File: config.mk
export PLATFORM = sky130hd
export DESIGN_NAME = blockade_rom_loader
export DESIGN_NICKNAME = d
export VERILOG_FILES = /design/src/rtl/blockade_pkg.sv /design/src/rtl/blockade_hold_timer.sv /design/src/rtl/blockade_rom_loader.sv
export SDC_FILE = /design/constraint.sdc
export NUM_CORES = 1
export LEC_CHECK = 0
export ABC_AREA = 0
export CAP_MARGIN = 40
export CORE_ASPECT_RATIO = 1.5
export CORE_MARGIN = 5
export CORE_UTILIZATION = 42
export CTS_BUF_LIST = sky130_fd_sc_hd__clkbuf_4 sky130_fd_sc_hd__clkbuf_8
export DETAILED_ROUTE_END_ITERATION = 10
export PLACE_DENSITY = 0.88
export SYNTH_ARGS = -nofsm -noshare
export SYNTH_HDL_FRONTEND = slang
export SYNTH_HIERARCHICAL = 1
export SYNTH_SLANG_ARGS = --single-unit
File: constraint.sdc
create_clock -name i_clk_sys -period 2.3 [get_ports i_clk_sys]
set_input_delay 0.46 -clock i_clk_sys [delete_from_list [all_inputs] [get_ports i_clk_sys]]
set_output_delay 0.46 -clock i_clk_sys [all_outputs]
set_load 0.03 [all_outputs]
File: src/rtl/blockade_pkg.sv
// Shared types and constants for the blockade ROM download path.
// Latency: n/a (declarations only).
// Backpressure: n/a.
package blockade_pkg;

  // Width of the HPS ioctl byte address bus.
  localparam int IOCTL_ADDR_W = 25;

  // ioctl_index slot that carries the main ROM image.
  localparam logic [7:0] ROM_INDEX_DEFAULT = 8'd0;

  // Loader sequencing states.
  typedef enum logic [1:0] {
    IDLE  = 2'd0,
    LOAD  = 2'd1,
    HOLD  = 2'd2,
    READY = 2'd3
  } state_t;

endpackage

File: src/rtl/blockade_hold_timer.sv
// Loadable down-counter that times the post-load core reset hold.
// Latency: o_zero reflects the count registered on the previous edge.
// Backpressure: none; i_abort wins over i_load, which wins over i_en.
//
// Ports:
//   i_clk      system clock
//   i_reset    synchronous active-high reset (count -> 0)
//   i_load     load i_load_val into the counter
//   i_load_val value loaded on i_load
//   i_abort    cancel a running hold (count -> 0)
//   i_en       decrement while non-zero
//   o_zero     counter is at zero
module blockade_hold_timer #(
  parameter int CNT_W = 8
) (
  input  logic             i_clk,
  input  logic             i_reset,
  input  logic             i_load,
  input  logic [CNT_W-1:0] i_load_val,
  input  logic             i_abort,
  input  logic             i_en,
  output logic             o_zero
);

  logic [CNT_W-1:0] r_count;

  always_ff @(posedge i_clk) begin
    if (i_reset || i_abort) begin
      r_count <= '0;
    end else if (i_load) begin
      r_count <= i_load_val;
    end else if (i_en && (r_count != '0)) begin
      r_count <= r_count - {{(CNT_W-1){1'b0}}, 1'b1};
    end
  end

  assign o_zero = (r_count == '0);

endmodule

File: src/rtl/blockade_rom_loader.sv
// Filters the HPS ioctl download into the blockade core ROM port and sequences core reset.
// Latency: 1 cycle from an accepted ioctl_wr to o_dn_wr; core reset released RESET_HOLD cycles after load ends.
// Backpressure: none; the ioctl stream cannot be stalled, out-of-window bytes are dropped and flagged.
//
// Ports:
//   i_clk_sys, i_reset                     clock and synchronous active-high reset
//   i_ioctl_download/index/wr/addr/dout    HPS download stream
//   o_dn_addr/o_dn_data/o_dn_wr            registered write port to the core
//   o_core_reset, o_rom_ready              core reset and image-valid status
//   o_rom_overflow, o_byte_count           sticky drop flag and accepted byte count
//   o_checksum, o_checksum_valid           only when BLOCKADE_ROM_CHECKSUM_EN is defined
module blockade_rom_loader
  import blockade_pkg::*;
#(
  parameter logic [7:0] ROM_INDEX  = ROM_INDEX_DEFAULT,
  parameter int         ADDR_W     = 14,
  parameter int         ROM_BYTES  = 16384,
  parameter int         RESET_HOLD = 16
) (
  input  logic                    i_clk_sys,
  input  logic                    i_reset,
  input  logic                    i_ioctl_download,
  input  logic [7:0]              i_ioctl_index,
  input  logic                    i_ioctl_wr,
  input  logic [IOCTL_ADDR_W-1:0] i_ioctl_addr,
  input  logic [7:0]              i_ioctl_dout,
  output logic [ADDR_W-1:0]       o_dn_addr,
  output logic [7:0]              o_dn_data,
  output logic                    o_dn_wr,
  output logic                    o_core_reset,
  output logic                    o_rom_ready,
  output logic                    o_rom_overflow,
  output logic [ADDR_W:0]         o_byte_count
`ifdef BLOCKADE_ROM_CHECKSUM_EN
  ,
  output logic [15:0]             o_checksum,
  output logic                    o_checksum_valid
`endif
);

  // Window limit widened to the full ioctl address so high address bits are never truncated.
  localparam logic [IOCTL_ADDR_W-1:0] ROM_LIMIT = IOCTL_ADDR_W'(ROM_BYTES);
  localparam logic [7:0]              HOLD_LOAD = 8'(RESET_HOLD - 1);

  state_t              r_state;
  state_t              w_next_state;
  logic [ADDR_W-1:0]   r_dn_addr;
  logic [7:0]          r_dn_data;
  logic                r_dn_wr;
  logic [ADDR_W:0]     r_byte_count;
  logic                r_rom_overflow;
  logic                r_rom_ready;
  logic                r_core_reset;

  logic w_sel, w_in_window, w_acc, w_drop;
  logic w_in_load, w_load_entry, w_wr_en, w_drop_en;
  logic w_hold_start, w_hold_en, w_hold_abort, w_hold_zero;
  logic w_count_zero, w_count_full;

  // An index change mid-load drops sel, which ends the load like a falling download.
  assign w_sel       = i_ioctl_download & (i_ioctl_index == ROM_INDEX);
  assign w_in_window = (i_ioctl_addr < ROM_LIMIT);
  assign w_acc       = w_sel & i_ioctl_wr & w_in_window;
  assign w_drop      = w_sel & i_ioctl_wr & ~w_in_window;

  assign w_count_zero = (r_byte_count == '0);
  assign w_count_full = (r_byte_count == '1);

  // State register.
  always_ff @(posedge i_clk_sys) begin
    if (i_reset) r_state <= IDLE;
    else         r_state <= w_next_state;
  end

  // Next-state logic.
  always_comb begin
    w_next_state = r_state;
    case (r_state)
      IDLE:    if (w_sel) w_next_state = LOAD;
      LOAD:    if (!w_sel) w_next_state = w_count_zero ? IDLE : HOLD;
      HOLD:    if (w_sel) w_next_state = LOAD;
               else if (w_hold_zero) w_next_state = READY;
      READY:   if (w_sel) w_next_state = LOAD;
      default: w_next_state = IDLE;
    endcase
  end

  // State-derived controls.
  always_comb begin
    w_in_load    = (r_state == LOAD);
    w_load_entry = (r_state != LOAD) && (w_next_state == LOAD);
    w_wr_en      = w_in_load & w_acc;
    w_drop_en    = w_in_load & w_drop;
    w_hold_start = w_in_load && (w_next_state == HOLD);
    w_hold_en    = (r_state == HOLD);
    w_hold_abort = (r_state == HOLD) & w_sel;
  end

  blockade_hold_timer #(
    .CNT_W (8)
  ) u_hold_timer (
    .i_clk      (i_clk_sys),
    .i_reset    (i_reset),
    .i_load     (w_hold_start),
    .i_load_val (HOLD_LOAD),
    .i_abort    (w_hold_abort),
    .i_en       (w_hold_en),
    .o_zero     (w_hold_zero)
  );

  // Write path and load statistics.
  always_ff @(posedge i_clk_sys) begin
    if (i_reset) begin
      r_dn_addr      <= '0;
      r_dn_data      <= '0;
      r_dn_wr        <= 1'b0;
      r_byte_count   <= '0;
      r_rom_overflow <= 1'b0;
    end else begin
      r_dn_wr <= w_wr_en;
      if (w_wr_en) begin
        r_dn_addr <= i_ioctl_addr[ADDR_W-1:0];
        r_dn_data <= i_ioctl_dout;
      end
      if (w_load_entry) begin
        r_byte_count   <= '0;
        r_rom_overflow <= 1'b0;
      end else begin
        if (w_wr_en && !w_count_full)
          r_byte_count <= r_byte_count + {{ADDR_W{1'b0}}, 1'b1};
        if (w_drop_en)
          r_rom_overflow <= 1'b1;
      end
    end
  end

  // Status flops follow next-state so core_reset releases on the same edge rom_ready rises.
  always_ff @(posedge i_clk_sys) begin
    if (i_reset) begin
      r_rom_ready  <= 1'b0;
      r_core_reset <= 1'b1;
    end else begin
      r_rom_ready  <= (w_next_state == READY);
      r_core_reset <= (w_next_state != READY);
    end
  end

  assign o_dn_addr      = r_dn_addr;
  assign o_dn_data      = r_dn_data;
  assign o_dn_wr        = r_dn_wr;
  assign o_byte_count   = r_byte_count;
  assign o_rom_overflow = r_rom_overflow;
  assign o_rom_ready    = r_rom_ready;
  assign o_core_reset   = r_core_reset;

`ifdef BLOCKADE_ROM_CHECKSUM_EN
  logic [15:0] r_checksum;

  always_ff @(posedge i_clk_sys) begin
    if (i_reset || w_load_entry) r_checksum <= '0;
    else if (w_wr_en)            r_checksum <= r_checksum + {8'h00, i_ioctl_dout};
  end

  assign o_checksum       = r_checksum;
  assign o_checksum_valid = r_rom_ready;
`endif

endmodule

# ---- After elaboration in Yosys (flattened, before gate mapping)
# Cells that the tools add are included.
dict set report word_totals {
  in_bits 45
  register_bits 51
  elab_cells 53
}
dict set report classes {
  eq_ne 9
  bitwise 8
  reduce_logical 15
  addsub 2
  muxes 8
  n_lt_le_gt_ge 1
}
# op count
set op_table {}
lappend op_table {{$lt A25 B15 Y1 const B} 1}
lappend op_table {{$logic_not A8 Y1} 2}
lappend op_table {{$add A15 B1 Y15 const B} 1}
lappend op_table {{$eq A15 B15 Y1 const B} 1}
lappend op_table {{$logic_not A15 Y1} 1}
lappend op_table {{$mux W2} 5}
lappend op_table {{$eq A2 B2 Y1 const B} 4}
lappend op_table {{$mux W4} 2}
lappend op_table {{$reduce_bool A8 Y1} 1}
lappend op_table {{$sub A8 B1 Y8 const B} 1}
lappend op_table {{$and A1 B1 Y1} 7}
lappend op_table {{$pmux W2 S3} 1}
lappend op_table {{$reduce_or A2 Y1} 3}
lappend op_table {{$eq A2 B1 Y1 const B} 2}
lappend op_table {{$logic_and A1 B1 Y1} 4}
lappend op_table {{$logic_not A2 Y1} 1}
lappend op_table {{$ne A2 B1 Y1 const B} 1}
lappend op_table {{$ne A2 B2 Y1 const B} 1}
lappend op_table {{$reduce_bool A2 Y1} 1}
lappend op_table {{$logic_not A1 Y1} 1}
lappend op_table {{$logic_or A1 B1 Y1} 1}
lappend op_table {{$not A1 Y1} 1}

# ---- Logic depth before layout (Yosys ltp)
dict set report logic_depth {
  ltp_word 7
  ltp_mapped 10
  depth_no_buf 9
}

# ---- Cells and area by module
# Netlist, hierarchy kept.
# module cells_each area_per_inst_um2 seq_area_each_um2 n_inst
set by_module_without_submodules {}
lappend by_module_without_submodules {blockade_rom_loader 241 1914.3 860.8 1}
lappend by_module_without_submodules {blockade_hold_timer 57 476.7 160.2 1}

# ---- Least setup slack after synthesis
# OpenSTA, ideal clock, no wires.
dict set report synth_path {
  kind {input to register}
  startpoint {input port i_ioctl_index[1]}
  endpoint {register r_byte_count[2], in the netlist o_byte_count[2]}
  setup_ns 0.070
  stages 6
  path_slack_ns -0.074
  required_ns 2.230
  t_arrival_ns 2.305
  cell_sequence {or4_4 > or3_4 > or3_1 > clkbuf_1 > or3_1 > a21oi_1}
}
dict set report synth_via {
  elab_chain_cells 7
  elab_cells_between_ends 13
  cone_classes {eq/ne: 1; mux: 4; bitwise: 4; reduce/logical: 4}
}
# item line_no
set synth_lines {}
lappend synth_lines {{start, declared} blockade_rom_loader.sv:23} ;# input logic [7:0] i_ioctl_index,
lappend synth_lines {{$logic_not A8 Y1 *} blockade_rom_loader.sv:61} ;# assign w_sel = i_ioctl_download & (i_ioctl_index == ROM_INDEX);
lappend synth_lines {{$and A1 B1 Y1 *} blockade_rom_loader.sv:61}
lappend synth_lines {{$mux W2 (on tied branches)} -}
lappend synth_lines {{$pmux W2 S3} blockade_rom_loader.sv:78} ;# case (r_state)
lappend synth_lines {{$eq A2 B1 Y1} blockade_rom_loader.sv:91} ;# w_load_entry = (r_state != LOAD) && (w_next_state == LOAD);
lappend synth_lines {{$logic_and A1 B1 Y1} blockade_rom_loader.sv:91}
lappend synth_lines {{$reduce_or A2 Y1 (no line)} -}
lappend synth_lines {{end signal, assigned} blockade_rom_loader.sv:130} ;# r_byte_count <= r_byte_count + {{ADDR_W{1'b0}}, 1'b1};
lappend synth_lines {{end, declared} blockade_rom_loader.sv:50} ;# logic [ADDR_W:0] r_byte_count;
# Every way passes the cells marked *; elsewhere a longest branch is shown, timed or not.
# A chain may end at the register's enable or synchronous reset.

# ---- Final worst setup path
dict set report layout_path {
  startpoint {input port i_ioctl_index[3]}
  endpoint {register r_dn_data[4], in the netlist o_dn_data[4]}
}
dict set report layout_via {
  elab_chain_cells 5
}
# item line_no
set layout_lines {}
lappend layout_lines {{$logic_not A8 Y1} blockade_rom_loader.sv:61}
lappend layout_lines {{$and A1 B1 Y1} blockade_rom_loader.sv:61}
lappend layout_lines {{$and A1 B1 Y1 (2 in a row)} blockade_rom_loader.sv:63} ;# assign w_acc = w_sel & i_ioctl_wr & w_in_window;
lappend layout_lines {{$and A1 B1 Y1} blockade_rom_loader.sv:92} ;# w_wr_en = w_in_load & w_acc;
lappend layout_lines {{end signal, assigned} blockade_rom_loader.sv:123} ;# r_dn_data <= i_ioctl_dout;
lappend layout_lines {{end, declared} blockade_rom_loader.sv:48} ;# logic [7:0] r_dn_data;
# No other way between the ends.

==> impl_metrics.toml <==
[run_status]
status = "finished, final reports clean"

[synth]
ys_ff_latch = 51
syn_area_per_cell_um2 = 8.02
synth_edf_count = 0
ys_warn_count = 6
yosysSeqAreaShare_pct = 42.7
syn_area_um2 = 2390
synth_flop_cell = "dfxtp_1"
synthCells = 298
synth_cell_types = 46
async_flop_share_pct = 0

[finish]
syn_to_final_growth_pct = 56.7
fin_cells = 484
final_cell_area_um2 = 3750
nets = 465
drive_gt1_share_pct = 15.7
postLayoutCoreUtil_pct = 68.2
num_antenna_cells = 0

[cts]
cts_inserted_buffers = 5
clockRootBuffer = "clkbuf_8"
clock_latency_ns = 0.31
clkSinkCount = 51
cts_tree = "yes"
holdBufCountCts = 0
h-tree-depth = 2
cts.clk_slew.worst_paths_ns = 0.09
clk_path_buf_depth = 2

[floorplanning]
core_area_um2 = 5490
die-area_um2 = 7330
rows = 33
fp.dieW_um = 71.6
io_pins = 86
start_util_pct = 43.5
fp.dieH_um = 102

[placed_design]
port_buffers = 85
dp_hpwl_um = 5440
pre_cts_slack_ns = -0.489
placed_cell_area_um2 = 3540
place_inst = 474
gp_congestion = 0.872

[grt]
grt_first_pass_wirelength_um = 11600
gr-usage-all-layers_pct = 20.0
grt_pass1_vias = 2504
antenna_found_initial = 0
grt_max_degree = 28
overflow = 0

[power]
p_leak_nw = 1.34
p_sw_mw = 0.366
p_int_mw = 1.23
comb_power_share_pct = 10.0
p_sw_share_pct = 23.0
clkPwrFrac_pct = 34.3
vdd.ir_drop.worst_uv = 251
p_per_area_nw_per_um2 = 425
totalPowerFinal_mw = 1.59
seqPwrFrac_pct = 55.7

[critical_path]
crit_chain = "clkdlybuf4s50_1 -> or3b_4 -> or3_4 -> buf_4 -> nor3_4 -> buf_6 -> buf_12 -> nand2_1 -> a21oi_1"
cp-end-kind = "flip-flop"
cp.arrival_ns = 2.49
cpPeakStageDelay_ns = 0.43
worstPathRequired_ns = 2.55
critPathKind = "in -> reg"
crit_fanout = 12
critPathLaunchType = "primary input"
cp_slowest_cell = "or3b_4"

[routing]
drt_iter0_drc = 149
antenna_left = 0
vias = 2593
via_per_inst = 5.36
drc = 0
firstDrtPassIters = 6
avgRoutedWirePerCell_um = 15.4
wirelength_um = 7440

[timing]
timing.fmax_mhz = 446
min_period_ns = 2.24
timing.final.crit_share_pct = 97.4
hold_viol_final = 0
finalSetupViolations = 0
rsz0062_at_grt = "true"
setup_ws_ns = 0.0588
slew_viol_final = 0
finClkSkew_ns = 0.0125

[flow_run]
max_cap_violations = 0

[min_path]
hold_path_class = "reg -> reg"
## layout make-up
type | count | area (um^2)
clock buffers | 6 | 82.6
multi-input cells | 229 | 1380
clock inverters | 1 | 8.76
flip-flops and latches | 51 | 1020
inverters | 10 | 37.5
repair buffers | 117 | 1130
well taps | 70 | 87.6
fillers | 423 | 1750
## state kept, by name, summed over array words and instances (netlist names)
name                  count
o_rom_ready               1
o_byte_count             15
o_dn_wr                   1
o_core_reset              1
u_hold_timer/r_count      8
o_dn_data                 8
o_dn_addr                14
o_rom_overflow            1
r_state                   2
## cells in the mapped netlist, types with 2 or more instances
| cell | instances | share of area, % |
|---|---|---|
| nor2_1 | 13 | 2.0 |
| nand4_1 | 3 | 0.79 |
| nor3_1 | 6 | 1.3 |
| o211ai_1 | 2 | 0.63 |
| or4_1 | 3 | 0.94 |
| conb_1 | 2 | 0.31 |
| o31ai_1 | 2 | 0.63 |
| nor4b_1 | 2 | 0.73 |
| nand2_1 | 56 | 8.8 |
| or3_4 | 2 | 0.94 |
| nor4_1 | 7 | 1.8 |
| and2_1 | 4 | 1.0 |
| and4_1 | 3 | 1.1 |
| o21ai_0 | 17 | 3.6 |
| buf_2 | 2 | 0.42 |
| mux2i_1 | 4 | 1.7 |
| a211oi_1 | 2 | 0.63 |
| and3_1 | 4 | 1.0 |
| a21oi_1 | 40 | 8.4 |
| xnor2_1 | 3 | 1.1 |
| nand3_1 | 8 | 1.7 |
| or2_2 | 3 | 0.79 |
| clkbuf_1 | 12 | 1.9 |
| ha_1 | 6 | 3.1 |
| a31oi_1 | 2 | 0.52 |
| or3_1 | 11 | 2.9 |
| inv_1 | 10 | 1.6 |
| dfxtp_1 | 51 | 43 |
## per-layer routing
| metal | vias up | wire length, um | global-route usage [%] |
|---|---|---|---|
| met2 | 76 | 4070 | 37.3 |
| li1 | 1282 | - | - |
| met1 | 1219 | 2810 | 21.5 |
| met5 | - | 0 | 0 |
| met4 | 0 | 188 | 8.39 |
| met3 | 16 | 371 | 4.33 |
## power groups by stage
stage / registers (mW) / logic, mW / clock network (mW)
floorplan: 0.907 / 0.0539 / 0
global placement: 0.907 / 0.152 / 0
detailed placement: 0.907 / 0.155 / 0
CTS: 0.887 / 0.157 / 0.556
global route: 0.888 / 0.171 / 0.588
finish: 0.887 / 0.159 / 0.545
## through the flow
| step | hold slack, ns | TNS (ns) |
|---|---|---|
| 2_1_floorplan | 0.471 | -0.0120 |
| 3_3_place_gp | 0.437 | -17.46 |
| 3_5_place_dp | 0.448 | -18.61 |
| 4_1_cts | 0.462 | 0 |
| 5_1_grt | 0.474 | -0.00955 |
| 6_report | 0.457 | 0 |
## kinds of logic (layout without fill, tap and decap cells)
kind of cell	count (synthesis)	in the layout	share of synthesized area (%)
and+or+nand+nor	131	131	28.5
AOI/OAI and AO/OA	76	76	18.3
DFF	51	51	42.7
buffers and inverters	24	134	3.87
adders and majority gates	6	6	3.14
muxes	5	5	2.15
xor gates and xnor gates	3	3	1.10
other	2	8	0.314
## layout by cell type (no fill, tap or decap), types with 3 or more instances in the layout
master / netlist / routed
dlygate4sd2_1: 0 / 4
nand2_1: 56 / 55
and4_1: 3 / 3
nor3_1: 6 / 3
clkbuf_8: 0 / 6
or3_1: 11 / 9
a21oi_1: 40 / 39
buf_6: 0 / 3
dfxtp_1: 51 / 49
ha_1: 6 / 5
and2_1: 4 / 3
buf_4: 0 / 27
nand4_1: 3 / 3
and3_1: 4 / 4
xnor2_1: 3 / 3
or4_1: 3 / 3
clkdlybuf4s50_1: 0 / 79
nor2_1: 13 / 13
nand3_1: 8 / 8
conb_1: 2 / 8
mux2i_1: 4 / 4
inv_2: 0 / 3
o21ai_0: 17 / 15
inv_1: 10 / 7
nor4_1: 7 / 7
or3_4: 2 / 4
## worst paths after layout
kind	slack [ns]	depth (start not counted)	start	to
min	0.46	2	o_dn_data[5]	o_dn_data[5]
max	0.06	9	i_ioctl_index[3]	o_dn_data[4]
max reg2reg	0.11	9	u_hold_timer/r_count[0]	o_byte_count[5]
min reg2reg	0.46	2	o_dn_data[5]	o_dn_data[5]
## worst max-delay path, delay by kind of cell
| family | cells | cell delay (ns) |
|---|---|---|
| AND/OR/NAND/NOR | 4 | 1.08 |
| AO/OA/AOI/OAI | 1 | 0.14 |
| buffers and inverters | 4 | 0.81 |
## timing repair
item	4_1_cts	5_1_grt
setup buffers	2	0
endpoints found under the setup margin	43	3
gates resized for setup	20	12
gates cloned	1	0
pin swaps	9	7
(Power assumes the default switching activity.)
